--- src/rtl/tick_period_meter_pkg.sv ---
// Shared definitions for the tick period meter: FSM state encoding and default widths.
package tick_period_meter_pkg;

  typedef enum logic [1:0] {
    ST_IDLE      = 2'd0,
    ST_MEASURE   = 2'd1,
    ST_TIMED_OUT = 2'd2
  } tm_state_t;

  localparam int DEFAULT_N           = 17;
  localparam int DEFAULT_SYNC_STAGES = 2;

endpackage

--- src/rtl/tick_period_meter_sync.sv ---
// Synchroniser chain for an asynchronous tick plus a single-cycle rising-edge detector.
module sync_rise_detect
  import tick_period_meter_pkg::*;
#(
  parameter int SYNC_STAGES = DEFAULT_SYNC_STAGES
) (
  input  logic clock,
  input  logic reset,
  input  logic tick_in,
  output logic rise
);

  logic [SYNC_STAGES-1:0] sync_reg;
  logic                   prev_reg;
  logic                   sync_out;

  assign sync_out = sync_reg[SYNC_STAGES-1];

  always_ff @(posedge clock or negedge reset) begin
    if (!reset) begin
      sync_reg <= '0;
      prev_reg <= 1'b0;
    end else begin
      sync_reg <= {sync_reg[SYNC_STAGES-2:0], tick_in};
      prev_reg <= sync_out;
    end
  end

  // prev starts at 0, so a tick already high when reset releases yields one rise.
  assign rise = sync_out & ~prev_reg;

endmodule

--- src/rtl/tick_period_meter.sv ---
// Measures clock cycles between rising edges of an asynchronous tick and flags missing ticks.
// Optional period_min/period_max tracking is built when PERIOD_MINMAX_EN is defined.
module tick_period_meter
  import tick_period_meter_pkg::*;
#(
  parameter int N           = DEFAULT_N,
  parameter int SYNC_STAGES = DEFAULT_SYNC_STAGES,
  parameter int TIMEOUT     = (2 ** N) - 1
) (
  input  logic         clock,
  input  logic         reset,
  input  logic         tick_in,
  input  logic         clear,
  output logic [N-1:0] period,
  output logic         period_valid,
  output logic         timeout
`ifdef PERIOD_MINMAX_EN
  ,
  output logic [N-1:0] period_min,
  output logic [N-1:0] period_max
`endif
);

  localparam logic [N-1:0] TIMEOUT_CNT = N'(TIMEOUT);
  localparam logic [N-1:0] ONE         = N'(1);

  tm_state_t    state_reg, state_next;
  logic [N-1:0] cnt_reg, cnt_next;
  logic [N-1:0] period_reg, period_next;
  logic         valid_reg, valid_next;
  logic         timeout_reg, timeout_next;
  logic         rise;

  sync_rise_detect #(
    .SYNC_STAGES(SYNC_STAGES)
  ) u_sync (
    .clock  (clock),
    .reset  (reset),
    .tick_in(tick_in),
    .rise   (rise)
  );

  always_ff @(posedge clock or negedge reset) begin
    if (!reset) begin
      state_reg   <= ST_IDLE;
      cnt_reg     <= '0;
      period_reg  <= '0;
      valid_reg   <= 1'b0;
      timeout_reg <= 1'b0;
    end else begin
      state_reg   <= state_next;
      cnt_reg     <= cnt_next;
      period_reg  <= period_next;
      valid_reg   <= valid_next;
      timeout_reg <= timeout_next;
    end
  end

  // A rise coinciding with cnt==TIMEOUT keeps the FSM measuring.
  always_comb begin
    state_next = state_reg;
    if (clear) begin
      state_next = ST_IDLE;
    end else begin
      case (state_reg)
        ST_IDLE:      if (rise) state_next = ST_MEASURE;
        ST_MEASURE:   if (!rise && cnt_reg == TIMEOUT_CNT) state_next = ST_TIMED_OUT;
        ST_TIMED_OUT: if (rise) state_next = ST_MEASURE;
        default:      state_next = ST_IDLE;
      endcase
    end
  end

  // Counter stops at TIMEOUT on leaving MEASURE, so it can never wrap.
  always_comb begin
    cnt_next     = cnt_reg;
    period_next  = period_reg;
    valid_next   = 1'b0;
    timeout_next = timeout_reg;
    if (clear) begin
      cnt_next     = '0;
      period_next  = '0;
      timeout_next = 1'b0;
    end else begin
      case (state_reg)
        ST_IDLE: begin
          cnt_next = rise ? ONE : '0;
        end
        ST_MEASURE: begin
          if (rise) begin
            period_next = cnt_reg;
            valid_next  = 1'b1;
            cnt_next    = ONE;
          end else if (cnt_reg == TIMEOUT_CNT) begin
            timeout_next = 1'b1;
          end else begin
            cnt_next = cnt_reg + ONE;
          end
        end
        ST_TIMED_OUT: begin
          if (rise) cnt_next = ONE;
        end
        default: begin
          cnt_next = '0;
        end
      endcase
    end
  end

  assign period       = period_reg;
  assign period_valid = valid_reg;
  assign timeout      = timeout_reg;

`ifdef PERIOD_MINMAX_EN
  logic [N-1:0] min_reg, min_next;
  logic [N-1:0] max_reg, max_next;

  always_comb begin
    min_next = min_reg;
    max_next = max_reg;
    if (clear) begin
      min_next = {N{1'b1}};
      max_next = '0;
    end else if (valid_next) begin
      if (period_next < min_reg) min_next = period_next;
      if (period_next > max_reg) max_next = period_next;
    end
  end

  always_ff @(posedge clock or negedge reset) begin
    if (!reset) begin
      min_reg <= {N{1'b1}};
      max_reg <= '0;
    end else begin
      min_reg <= min_next;
      max_reg <= max_next;
    end
  end

  assign period_min = min_reg;
  assign period_max = max_reg;
`endif

endmodule

--- config.mk ---
export PLATFORM = sky130hd
export DESIGN_NAME = tick_period_meter
export DESIGN_NICKNAME = d
export VERILOG_FILES = /design/src/rtl/tick_period_meter_pkg.sv /design/src/rtl/tick_period_meter_sync.sv /design/src/rtl/tick_period_meter.sv
export SDC_FILE = /design/constraint.sdc
export NUM_CORES = 1
export LEC_CHECK = 0
export ABC_AREA = 1
export CAP_MARGIN = 20
export CORE_UTILIZATION = 49
export DETAILED_ROUTE_END_ITERATION = 12
export PLACE_DENSITY = 0.84
export SYNTH_ARGS = -nofsm -noshare
export SYNTH_HDL_FRONTEND = slang
export SYNTH_SLANG_ARGS = --single-unit
--- constraint.sdc ---
create_clock -name clock -period 1.9 [get_ports clock]
set_input_delay 0.285 -clock clock [delete_from_list [all_inputs] [get_ports clock]]
set_output_delay 0.285 -clock clock [all_outputs]
set_load 0.02 [all_outputs]
# Word-level counts from Yosys, hierarchy flattened
# Cells that the tools add are included.
# word_totals
inputBits,4
reg_bits,41
out_inout_bits,19
# classes
n_reduce_logical,11
addsub,1
bitwise,2
n_eq_ne,8
n_mux,20
# op_table
op,n
2-to-1 mux 17 bit,7
case mux 17 bit (3 select lines),1
adder 17 x 1 -> 17 bit (second input constant),1
== test 17 bit (second input constant),1
2-to-1 mux 1 bit,8
2-to-1 mux 2 bit,3
inequality test 3 bit (second input constant),2
AND reduction 2 bit,3
nonzero test 2 bit,3
inequality test 4 bit (second input constant),1
case mux 2 bit (2 select lines),1
inequality test 3 x 1 -> 1 bit (second input constant),1
AND reduction 3 bit,1
== test 2 x 1 -> 1 bit (second input constant),1
== test 2 bit (second input constant),1
logical NOT 2 bit,1
inequality test 2 bit (second input constant),1
OR reduction 2 bit,1
bitwise AND 1 bit,1
logical AND 1 bit,1
logical NOT 1 bit,1
NOT 1 bit,1

# Logic depth before layout (Yosys ltp)
# depth
depth_word,7
mapped_depth,15
depth_no_buf,14

# By module
# From an unflattened synthesis, not the netlist that was laid out.
# unflattened
cells_unflattened,248
area_unflattened_um2,1963.1
# by_module_without_submodules
module,instances,seq_area_each_um2,cells_per_inst,area_each_um2
tick_period_meter,1,950.9,243,1878.1
sync_rise_detect,1,75.1,5,85.1

# Worst setup path after synthesis
# OpenSTA, ideal clock, no wires.
# synth_path
path_kind,reg2reg
start,reg cnt_reg[0]
end,reg cnt_reg[3]
arrival_ps,1944
setup_slack_ps,-163
path_buffers,1
period_less_slack_ps,2063
setup_ps,119
path_stages_with_launch,14
required_time_ps,1781
cell_sequence,dfrtp_1 > ha_1 > nand3_1 > inv_1 > nand2_1 > nor3_1 > nor3b_1 > ha_1 > nand3_1 > a21oi_2 > inv_1 > buf_4 > a21oi_1 > nor2_1
# synth_between
elab_chain_cells,5
# synth_rtl
item,line,rtl
from (decl),tick_period_meter.sv:28,"logic [N-1:0] cnt_reg, cnt_next;"
from (signal assigned),tick_period_meter.sv:52,cnt_reg <= cnt_next;
adder 17 x 1 -> 17 bit,tick_period_meter.sv:97,cnt_next = cnt_reg + ONE;
2-to-1 mux 17 bit,tick_period_meter.sv:94,end else if (cnt_reg == TIMEOUT_CNT) begin
2-to-1 mux 17 bit,tick_period_meter.sv:90,if (rise) begin
case mux 17 bit (3 select lines),tick_period_meter.sv:85,case (state_reg)
2-to-1 mux 17 bit,tick_period_meter.sv:80,if (clear) begin
# Parallel ways exist; a longest one is shown, timed or not. The select of a mux whose other input is x is not followed.
# A chain may end at the register's enable or synchronous reset.

# Worst setup path after layout
# layout_path
start,reg cnt_reg[1]
end,reg cnt_reg[9]
# Same word-level chain as after synthesis.

==> results.md <==
* Tmin final at 2.09 ns
* DPL Wire Length at 3210 um
* Post-synthesis area per instance at 8.05 um2
* Routing usage on met3 at 0.0546
* Skew final at 0.00643 ns
* Gr ovfl total at 0
* Antenna cells at 0
* # setup viols final at 17
* Met1 GRT Util at 0.313
* Cell area power density at 686 nW/um2
* CP startpoint kind: flop
* Final GP Congestion at 0.894
* Leak pwr at 1.12 nW
* Mapped Area at 1930 um2
* Drt pass-1 iters at 4
* Run status: finished, violations left
* WP data required at 2.10 ns
* Final Slew Violations at 0
* CTS buffer count at 5
* Worst-path clk slew at 0.08 ns
* Netlist cell types at 23
* Final Hold Fails at 0
* # IOs at 23
* CP startpoint: cnt_reg[1]
* Sequential fraction of the synthesis area at 0.531
* Flop2flop setup slack at -0.19 ns
* Iteration-0 DRC Markers at 135
* CP Capture Type: flop
* TritonCTS clock tree: done
* Die X at 64.8 um
* ANT nets after route at 0
* Crit-path max FO at 7
* Worst Tran Pin Value at 0.446 ns
* Synth Net Count at 246
* Critical path class: flop to flop
* Final routed DRC violation total at 0
* Clk Tree Root Cell: clkbuf_8
* FF+latch count, synth at 41
* Relative slew slack at 0.703
* Vias in the first global route at 1,750
* R2R Path Start: cnt_reg[1]
* Mean routed wirelength per cell at 13.6 um
* Final setup TNS at -2.33 ns
* Final instance area at 2630 um2
* First-pass GRT wire length at 7940 um
* Synth-to-Final Area Change at 36.2%
* GR Layer Usage met2 at 0.417
* Final Total Pwr at 1.80 mW
* Peak supply drop at 0.456 mV
* Reg2reg path depth at 15
* Max Root-Sink Buffers at 2
* Vias/cell at 5.17
* Initial core utilization at 0.520
* Final period util at 1.10
* Largest net degree at the start of global routing at 24
* Row count at 22
* Total Routing Usage GR at 0.254
* Hold crit path type: flop to flop
* Initial antenna violation count at 0
* Placement Setup Slack at -0.211 ns
* Capture point of the worst reg-to-reg path: cnt_reg[9]
* Failing checks: setup timing
* Core area at 3720 um2
* Final worst slack at -0.187 ns
* I/O Buffers at 22
* Layout net count at 301
* Fmax at 479 MHz
* Cell count after synthesis at 240
* Top Usage Layer GRT: met2
* RSZ-0062 raised after global routing: true
* Filler cell count at 269
* Area after DPL at 2410 um2
* Number of H-tree levels at 2
* DIE AREA at 4200 um2
* Routed WL at 4680 um
* Share of cells above drive strength 1 at 0.209
* Max_cap viols at 0
* Worst EP arrival at 2.29 ns
* Worst skew pair latency at 0.30 ns
* Worst setup path end: cnt_reg[9]
* Total number of vias at 1,780
* CTS Sinks at 41
* Vert. Die Dim at 64.8 um
* Fin Hold WS at 0.353 ns
* Yosys synthesis warning count at 0
-- synthesized netlist by cell type (all sizes together) --
master	instances	area, um2
a21oi	9	48.8
buf	4	27.5
dfrtp	41	1030
ha	2	25.0
inv	44	165
nand2	54	208
nand3	12	60.1
nand4	4	25.0
nor2	41	166
nor3	4	20.0
nor3b	1	7.51
o211ai	1	7.51
o21ai	13	68.8
o22ai	9	56.3
o31ai	1	21.3
-- metal layers --
| metal | wire, um | vias up |
|---|---|---|
| met3 | 249 | 12 |
| met2 | 2200 | 61 |
| met1 | 2100 | 848 |
| met4 | 127 | 0 |
| met5 | 0 | - |
| li1 | - | 859 |
-- layout by cell type (no fill, tap or decap), drive strengths merged --
| cell | n |
|---|---|
| a21oi | 9 |
| buf | 30 |
| bufinv | 2 |
| clkbuf | 5 |
| clkdlybuf4s50 | 21 |
| clkinv | 1 |
| dfrtp | 41 |
| dlygate4sd3 | 1 |
| ha | 2 |
| inv | 44 |
| nand2 | 54 |
| nand3 | 12 |
| nand4 | 4 |
| nor2 | 41 |
| nor3 | 4 |
| nor3b | 1 |
| o211ai | 1 |
| o21ai | 13 |
| o22ai | 9 |
| o31ai | 1 |
-- logic make-up after synthesis --
family | share of synthesized area
simple gates | 0.252
buf+inv | 0.0997
flops | 0.531
compound gates | 0.105
fa+ha+maj | 0.0129
-- how the worst min path moves through the flow --
stage	from	endpoint	slack (ns)	depth (start not counted)
finish	u_sync.sync_reg[0]	u_sync.sync_reg[1]	0.35	0
global route	u_sync.sync_reg[0]	u_sync.sync_reg[1]	0.36	0
CTS	u_sync.sync_reg[0]	u_sync.sync_reg[1]	0.36	0
detailed placement	reset	period_valid	0.26	1
global placement	reset	timeout	0.25	1
floorplan	reset	cnt_reg[0]	-0.01	0
-- through the flow --
stage               std cells  utilization
floorplan                 240            -
global placement          328        0.647
detailed placement        328        0.647
CTS                       342        0.701
global route              344        0.708
finish                    344        0.708
-- worst max-delay path, cell delays in order (launching register included) --
cell	delay, ns
dfrtp_1	0.36
ha_2	0.19
nand3_2	0.08
inv_2	0.08
nand2_2	0.06
nor3_2	0.11
nor3b_2	0.19
ha_2	0.23
nand3_4	0.08
a21oi_4	0.22
buf_12	0.16
nor2_4	0.05
nand2_1	0.05
nand2_1	0.05
nand2_1	0.06
inv_1	0.03
-- where the power goes --
part           internal, mW  switching (mW)  total [mW]
Combinational        0.0293          0.0576      0.0870
Clock                 0.522           0.310       0.832
Sequential            0.879         0.00695       0.886
-- timing repair --
item / in CTS / in global routing
endpoints found under the setup margin: 17 / 19
resized for setup: 5 / 3
pin swaps: 5 / 4
endpoints found under the hold margin: 18 / 0
setup buffers: 5 / 2
gates cloned: 0 / 0
hold buffers: 1 / 0
-- layout make-up --
cell class / count / area, um2 / area share
clock buffer: 5 / 68.8 / 0.0261
tap: 48 / 60.1 / 0.0228
clock inverter: 3 / 65.1 / 0.0247
inverter: 44 / 168 / 0.0637
multi-input combinational: 151 / 777 / 0.295
timing repair buffer: 52 / 468 / 0.178
sequential: 41 / 1030 / 0.390
Power figures use the tool's default switching activity.
